**config.mk**
```make
export PLATFORM = sky130hd
export DESIGN_NAME = stopwatch_ctrl
export DESIGN_NICKNAME = d
export VERILOG_FILES = /design/src/rtl/stopwatch_pkg.sv /design/src/rtl/btn_edge.sv /design/src/rtl/stopwatch_ctrl.sv
export SDC_FILE = /design/constraint.sdc
export NUM_CORES = 1
export LEC_CHECK = 0
export CORE_AREA = 2 2 39 41
export CTS_CLUSTER_SIZE = 16
export DETAILED_ROUTE_END_ITERATION = 6
export DIE_AREA = 0 0 41 43
export HOLD_SLACK_MARGIN = 0.03
export SKIP_LAST_GASP = 1
export SLEW_MARGIN = 10
export SYNTH_ARGS = -nofsm -noshare
export SYNTH_HDL_FRONTEND = slang
export SYNTH_SLANG_ARGS = --single-unit
```
**constraint.sdc**
```tcl
create_clock -name clk -period 2.4 [get_ports clk]
set_input_delay 0.72 -clock clk [delete_from_list [all_inputs] [get_ports clk]]
set_output_delay 0.72 -clock clk [all_outputs]
set_load 0.01 [all_outputs]
```
**src/rtl/stopwatch_pkg.sv**
```systemverilog
// Shared types and defaults for the stopwatch controller.
package stopwatch_pkg;

    typedef enum logic [2:0] {
        IDLE,
        RUN,
        LAP,
        PAUSED,
        CLEAR
    } sw_state_t;

    localparam int unsigned TICK_DIV_DEFAULT = 10;

endpackage

```
**src/rtl/btn_edge.sv**
```systemverilog
// Rising-edge press detector; history resets high so a button held through reset is not a press.
module btn_edge (
    input  logic clk,
    input  logic reset,
    input  logic btn_i,
    output logic press_c_o
);

    logic hist_q;
    logic hist_d;

    assign hist_d = btn_i;

    always_ff @(posedge clk) begin
        if (reset) begin
            hist_q <= 1'b1;
        end else begin
            hist_q <= hist_d;
        end
    end

    assign press_c_o = btn_i & ~hist_q;

endmodule

```
**src/rtl/stopwatch_ctrl.sv**
```systemverilog
// Stopwatch sequencer: drives enable/clear/load strobes of a BCD counter chain from two buttons.
module stopwatch_ctrl
    import stopwatch_pkg::*;
#(
    parameter int unsigned TICK_DIV = TICK_DIV_DEFAULT
) (
    input  logic clk,
    input  logic reset,
    input  logic btn_start_stop,
    input  logic btn_lap_reset,
    input  logic cnt_carry,
    output logic cnt_en,
    output logic cnt_reset,
    output logic cnt_load,
    output logic running,
    output logic lap_active,
    output logic overflow
);

    localparam int unsigned PW = $clog2(TICK_DIV);
    localparam logic [PW-1:0] PRESC_MAX = PW'(TICK_DIV - 1);

    sw_state_t     state_q, state_d;
    logic [PW-1:0] presc_q, presc_d;
    logic          ovf_q, ovf_d;
    logic          ss_press_c, lr_press_c;
    logic          active_c;

    btn_edge u_ss_edge (
        .clk       (clk),
        .reset     (reset),
        .btn_i     (btn_start_stop),
        .press_c_o (ss_press_c)
    );

    btn_edge u_lr_edge (
        .clk       (clk),
        .reset     (reset),
        .btn_i     (btn_lap_reset),
        .press_c_o (lr_press_c)
    );

    always_ff @(posedge clk) begin
        if (reset) begin
            state_q <= IDLE;
            presc_q <= '0;
            ovf_q   <= 1'b0;
        end else begin
            state_q <= state_d;
            presc_q <= presc_d;
            ovf_q   <= ovf_d;
        end
    end

    // Next state, prescaler and Moore output decode; start_stop wins over lap_reset.
    always_comb begin
        state_d    = state_q;
        presc_d    = '0;
        ovf_d      = ovf_q;
        active_c   = (state_q == RUN) || (state_q == LAP);
        cnt_en     = 1'b0;
        cnt_reset  = reset || (state_q == CLEAR);
        cnt_load   = reset || (state_q != LAP);
        running    = ~reset && active_c;
        lap_active = ~reset && (state_q == LAP);

        if (~reset && active_c && (presc_q == PRESC_MAX)) begin
            cnt_en = 1'b1;
        end

        unique case (state_q)
            RUN, LAP: presc_d = (presc_q == PRESC_MAX) ? '0 : presc_q + PW'(1);
            PAUSED:   presc_d = presc_q;
            default:  presc_d = '0;
        endcase

        unique case (state_q)
            IDLE: begin
                if (ss_press_c)      state_d = RUN;
                else if (lr_press_c) state_d = CLEAR;
            end
            RUN: begin
                if (ss_press_c)      state_d = PAUSED;
                else if (lr_press_c) state_d = LAP;
            end
            LAP: begin
                if (ss_press_c)      state_d = PAUSED;
                else if (lr_press_c) state_d = RUN;
            end
            PAUSED: begin
                if (ss_press_c)      state_d = RUN;
                else if (lr_press_c) state_d = CLEAR;
            end
            default: state_d = IDLE;
        endcase

        if (state_q == CLEAR) begin
            ovf_d = 1'b0;
        end else if (cnt_en && cnt_carry) begin
            ovf_d = 1'b1;
        end
    end

    assign overflow = ovf_q;

endmodule

```
# Word-level counts from Yosys, hierarchy flattened
# Index checks and enable logic that the tools add are counted.
dict set report classes {
  n_div 0
  reduce_logical 12
  eq_ne 9
  n_mul 0
  n_shift 0
  bitwise_logic 5
  n_addsub 1
  n_mux 10
  n_lt_le_gt_ge 0
}
# op n
set op_table {}
lappend op_table {{2-to-1 mux 3 bit} 6}
lappend op_table {{one-hot mux 3 bit (3 select lines)} 1}
lappend op_table {{one-hot mux 4 bit (2 select lines)} 1}
lappend op_table {{== test 3 x 2 -> 1 bit, second input constant} 2}
lappend op_table {{inequality test 3 bit, second input constant} 2}
lappend op_table {{OR reduction 2 bit} 3}
lappend op_table {{adder 4 x 1 -> 4 bit, second input constant} 1}
lappend op_table {{== test 4 bit, second input constant} 1}
lappend op_table {{logical AND 1 bit} 4}
lappend op_table {{2-to-1 mux 4 bit} 1}
lappend op_table {{== test 3 x 1 -> 1 bit, second input constant} 1}
lappend op_table {{== test 3 bit, second input constant} 1}
lappend op_table {{zero test 3 bit} 1}
lappend op_table {{logical OR 1 bit} 3}
lappend op_table {{inequality test 3 x 1 -> 1 bit, second input constant} 1}
lappend op_table {{inequality test 3 x 2 -> 1 bit, second input constant} 1}
lappend op_table {{inverter 1 bit} 3}
lappend op_table {{AND reduction 3 bit} 1}
lappend op_table {{bitwise AND 1 bit} 2}
lappend op_table {{2-to-1 mux 1 bit} 1}
dict set report word_totals {
  n_memories 0
  mem_bits_rw 0
  word_cells 42
  out_inout_bits 6
  rom_bits 0
  regBits 10
  latchBits 0
  inputBits 5
}

# Depth between registers and ports, before layout
dict set report depth {
  ltp_word 6
  depth_mapped 6
  depth_no_buf 6
}

# Cells and area by module
# From an unflattened synthesis, not the netlist that was laid out.
dict set report hier_totals {
  cells_unflattened 58
  hier_area_um2 515.5
}
# module cells_each area_per_inst_um2 instances seq_area_each_um2
set by_module_without_submodules {}
lappend by_module_without_submodules {stopwatch_ctrl 52 450.4 1 160.2}
lappend by_module_without_submodules {btn_edge 3 32.5 2 20.0}

# Worst setup path after synthesis
# Ideal clock, no wire load.
dict set report synth_timing {
  path_type {input to output}
  start {input reset}
  end {output lap_active}
  cell_stages 4
  t_arrival_ns 1.553
  n_path_buf 1
  required_time_ns 1.680
  path_slack_ns 0.127
  cell_sequence {or2_2 -> clkbuf_1 -> or2_2 -> inv_1}
}
dict set report synth_between {
  elab_chain_cells 2
}
# element line_no
set synth_lines {}
lappend synth_lines {{start: declaration} stopwatch_ctrl.sv:8} ;# input logic reset,
lappend synth_lines {{inverter 1 bit} stopwatch_ctrl.sv:65} ;# lap_active = ~reset && (state_q == LAP);
lappend synth_lines {{logical AND 1 bit} stopwatch_ctrl.sv:65}
lappend synth_lines {{end: declaration} stopwatch_ctrl.sv:16} ;# output logic lap_active,
# Every way passes these cells.

# Worst setup path after layout
dict set report layout_timing {
  start {input reset}
  end {output cnt_en}
}
dict set report layout_between {
  elab_chain_cells 4
}
# element line_no
set layout_lines {}
lappend layout_lines {{inverter 1 bit} stopwatch_ctrl.sv:67} ;# if (~reset && active_c && (presc_q == PRESC_MAX)) begin
lappend layout_lines {{logical AND 1 bit (2 in series)} stopwatch_ctrl.sv:67}
lappend layout_lines {{2-to-1 mux 1 bit} stopwatch_ctrl.sv:67}
lappend layout_lines {{end: declaration} stopwatch_ctrl.sv:12} ;# output logic cnt_en,
# Every way passes these cells.

==> results.cfg <==
[outcome]
outcome = complete, no violations

[route]
first_iter_violations = 11
routedWlPerCell_um = 10.70
drt_first_pass_iters = 4
vias = 442
drtAntennaViolNets = 0
routed_wl_um = 984
drt-vias-per-instance = 4.804
remaining_drc_errors = 0

[timing]
final_max_slew_viol_count = 0
finalCritPeriodShare = 0.9848
finalClockSkew_ns = 0.004053
setup_violations = 0
fmaxAchievable_mhz = 423.1
rsz0062_at_grt = yes
worstMarginPinSlew_ns = 0.5195
fin_hold_ws_ns = 0.4676
layout_min_cycle_time_ns = 2.363
finalHoldViolations = 0
slew_headroom = 0.6512

[global_route]
grt_max_degree = 8
grt_pass1_wl_mm = 1.780
grt_pass1_vias = 425
use_met2 = 0.2125
grtUsageTotal = 0.1512
overflow = 0
grt-busiest-layer = met2
met3_usage = 0.09424
use_met1 = 0.1889
antenna_found_initial = 0

[critical_path]
rr_startpoint = state_q[0]$_SDFFE_PP0P_
path_class = in2out
startpoint_type = input port
worstSetupEndpointType = output pin
crit_start = reset
crit_fanout = 3
critical_path_required_ns = 1.68
arrival_ns = 1.64
rrSetupSlack_ns = 0.89

[synth]
synth_cell_types = 21
synth_compound_area_frac = 0.1509
yosysWarnings = 0
syn_avg_cell_area_um2 = 7.891
synthXorXnorAreaFrac = 0.01790
synthAdderAreaFrac = 0.05115
synthCells = 62
ys_seq_elements = 10
netlist_area_um2 = 489.2
yosys.area_share.simple = 0.3043
synthMuxAreaShare = 0.02046
synth-seq-area-share = 0.4092
synth_top_family_by_area = simple AND/OR/NAND/NOR gates
syn_nets = 69

[final_layout]
final_area_um2 = 643.1
diodes = 0
layout-drive-gt1-share = 0.1974
fin_util = 0.4647
nets = 85
area_growth_pct = 31.46

[floorplan]
rows = 14
die_x_um = 41
initial_core_util = 0.3535
core_mm2 = 0.001384
dieHeight_um = 43
die-area_mm2 = 0.001763
io_pins = 11

[cts]
cts.sinks = 10
clock_latency_ns = 0.26
cts_root_buf = clkbuf_4
cts_buffers = 3
post-cts-setup-buffers = 0
h-tree-depth = 1
cts_tree = yes
ctsHoldBuffers = 0
cts.path.max_buffers = 2
clkTransAtPathRegs_ns = 0.06

[power]
peakVddDrop_mv = 0.3145
power_density_mw_per_mm2 = 521.1
p_int_mw = 0.2516
p_seq_frac = 0.530
switchingPower_mw = 0.08354
swShare = 0.2492
combPwrFrac = 0.130
clockPowerShare = 0.340
p_leak_nw = 0.2639

[place]
gp_congestion = 0.6610
port_buffers = 10
hpwlAfterDp_um = 722.4
placed_cell_area_um2 = 620.6

[job]
maxCapViolations = 0

[worst_hold_path]
hold_class = reg2reg
hp-start = overflow$_SDFFE_PP0P_
[Yosys cell counts]
| cell | count | area, um2 |
|---|---|---|
| dfxtp_1 | 10 | 200.2 |
| nor2_1 | 9 | 33.78 |
| nand2_1 | 7 | 26.28 |
| inv_1 | 5 | 18.77 |
| a21oi_1 | 4 | 20.02 |
| nand3_1 | 4 | 20.02 |
| or2_2 | 4 | 25.02 |
| nor2b_1 | 3 | 18.77 |
| ha_1 | 2 | 25.02 |
| nand2b_1 | 2 | 12.51 |
| o21ai_0 | 2 | 10.01 |
| a21o_1 | 1 | 7.510 |
| a22oi_1 | 1 | 7.510 |
| a311oi_2 | 1 | 15.01 |
| a31oi_1 | 1 | 6.260 |
| clkbuf_1 | 1 | 3.750 |
| mux2i_1 | 1 | 10.01 |
| nand3b_1 | 1 | 7.510 |
| nor3_1 | 1 | 5.000 |
| o211ai_1 | 1 | 7.510 |
| xnor2_1 | 1 | 8.760 |
[worst paths after layout]
path | end | cells past startpoint
max reg2reg | presc_q[2]$_SDFFE_PP0N_ | 4
min reg2reg | overflow$_SDFFE_PP0P_ | 2
max | cnt_en | 4
min | overflow$_SDFFE_PP0P_ | 2
[power groups by stage]
stage	registers (mW)	logic (mW)	clock network, mW
global placement	0.181	0.0436	0
finish	0.177	0.0436	0.114
CTS	0.177	0.0424	0.121
detailed placement	0.181	0.0438	0
floorplan	0.180	0.0244	0
global route	0.178	0.0488	0.128
[sequential cells by signal, indices dropped and copies added, names as in the netlist]
signal / cells
state_q: 3
u_lr_edge.hist_q: 1
overflow: 1
u_ss_edge.hist_q: 1
presc_q: 4
[metrics by stage]
step | power, mW | setup TNS [ns] | setup slack [ns] | cells
final | 0.3352 | 0 | 0.03652 | 92
after global routing | 0.3554 | -0.005432 | -0.005432 | 92
after CTS | 0.3411 | -0.01287 | -0.01287 | 92
after detailed placement | 0.2248 | -2.646 | -0.6439 | 89
after global placement | 0.2245 | -2.597 | -0.6351 | 89
after floorplan | 0.2041 | 0 | 0.1272 | 62
[layout by cell type (no fill, tap or decap), types with 2 or more instances in the layout]
master / synthesis / final
dfxtp_1: 10 / 10
nor2_1: 9 / 9
nand2_1: 7 / 7
inv_1: 5 / 5
a21oi_1: 4 / 4
nand3_1: 4 / 4
clkdlybuf4s50_1: 0 / 4
nor2b_1: 3 / 3
clkbuf_4: 0 / 3
buf_2: 0 / 3
or2_4: 0 / 2
nand2b_1: 2 / 2
o21ai_0: 2 / 2
or2_2: 4 / 2
ha_1: 2 / 2
dlygate4sd2_1: 0 / 2
buf_4: 0 / 2
[repair_timing]
| action | in CTS | in global routing |
|---|---|---|
| setup endpoints to repair | 5 | 3 |
| resized for setup | 19 | 2 |
| pin swaps | 1 | 1 |
| endpoints found under the hold margin | 0 | 0 |
[cell type report]
class                      instances  area [um2]
sequential                        10       200.2
clock buffer                       3       22.52
timing repair buffer              12       98.84
tap                               16       20.02
multi-input combinational         46       282.8
inverter                           5       18.77
fill                             143       740.7
[critical path, stage by stage]
cell	delay, ns
dlygate4sd2_1	0.24
or2_4	0.25
nor3_4	0.18
clkdlybuf4s15_2	0.24
[cells by family after synthesis]
family / after synthesis
compound gates: 11
xor+xnor: 1
fa+ha+maj: 2
buf+inv: 6
flops: 10
mux: 1
simple gates: 31
[per-layer routing]
metal  vias to the layer above  routed length, um
met4                         0                  0
met3                         0                 71
met2                        11                463
met5                         -                  0
met1                       198                449
li1                        233                  -
Note: power is estimated with default switching activity, not from simulation.
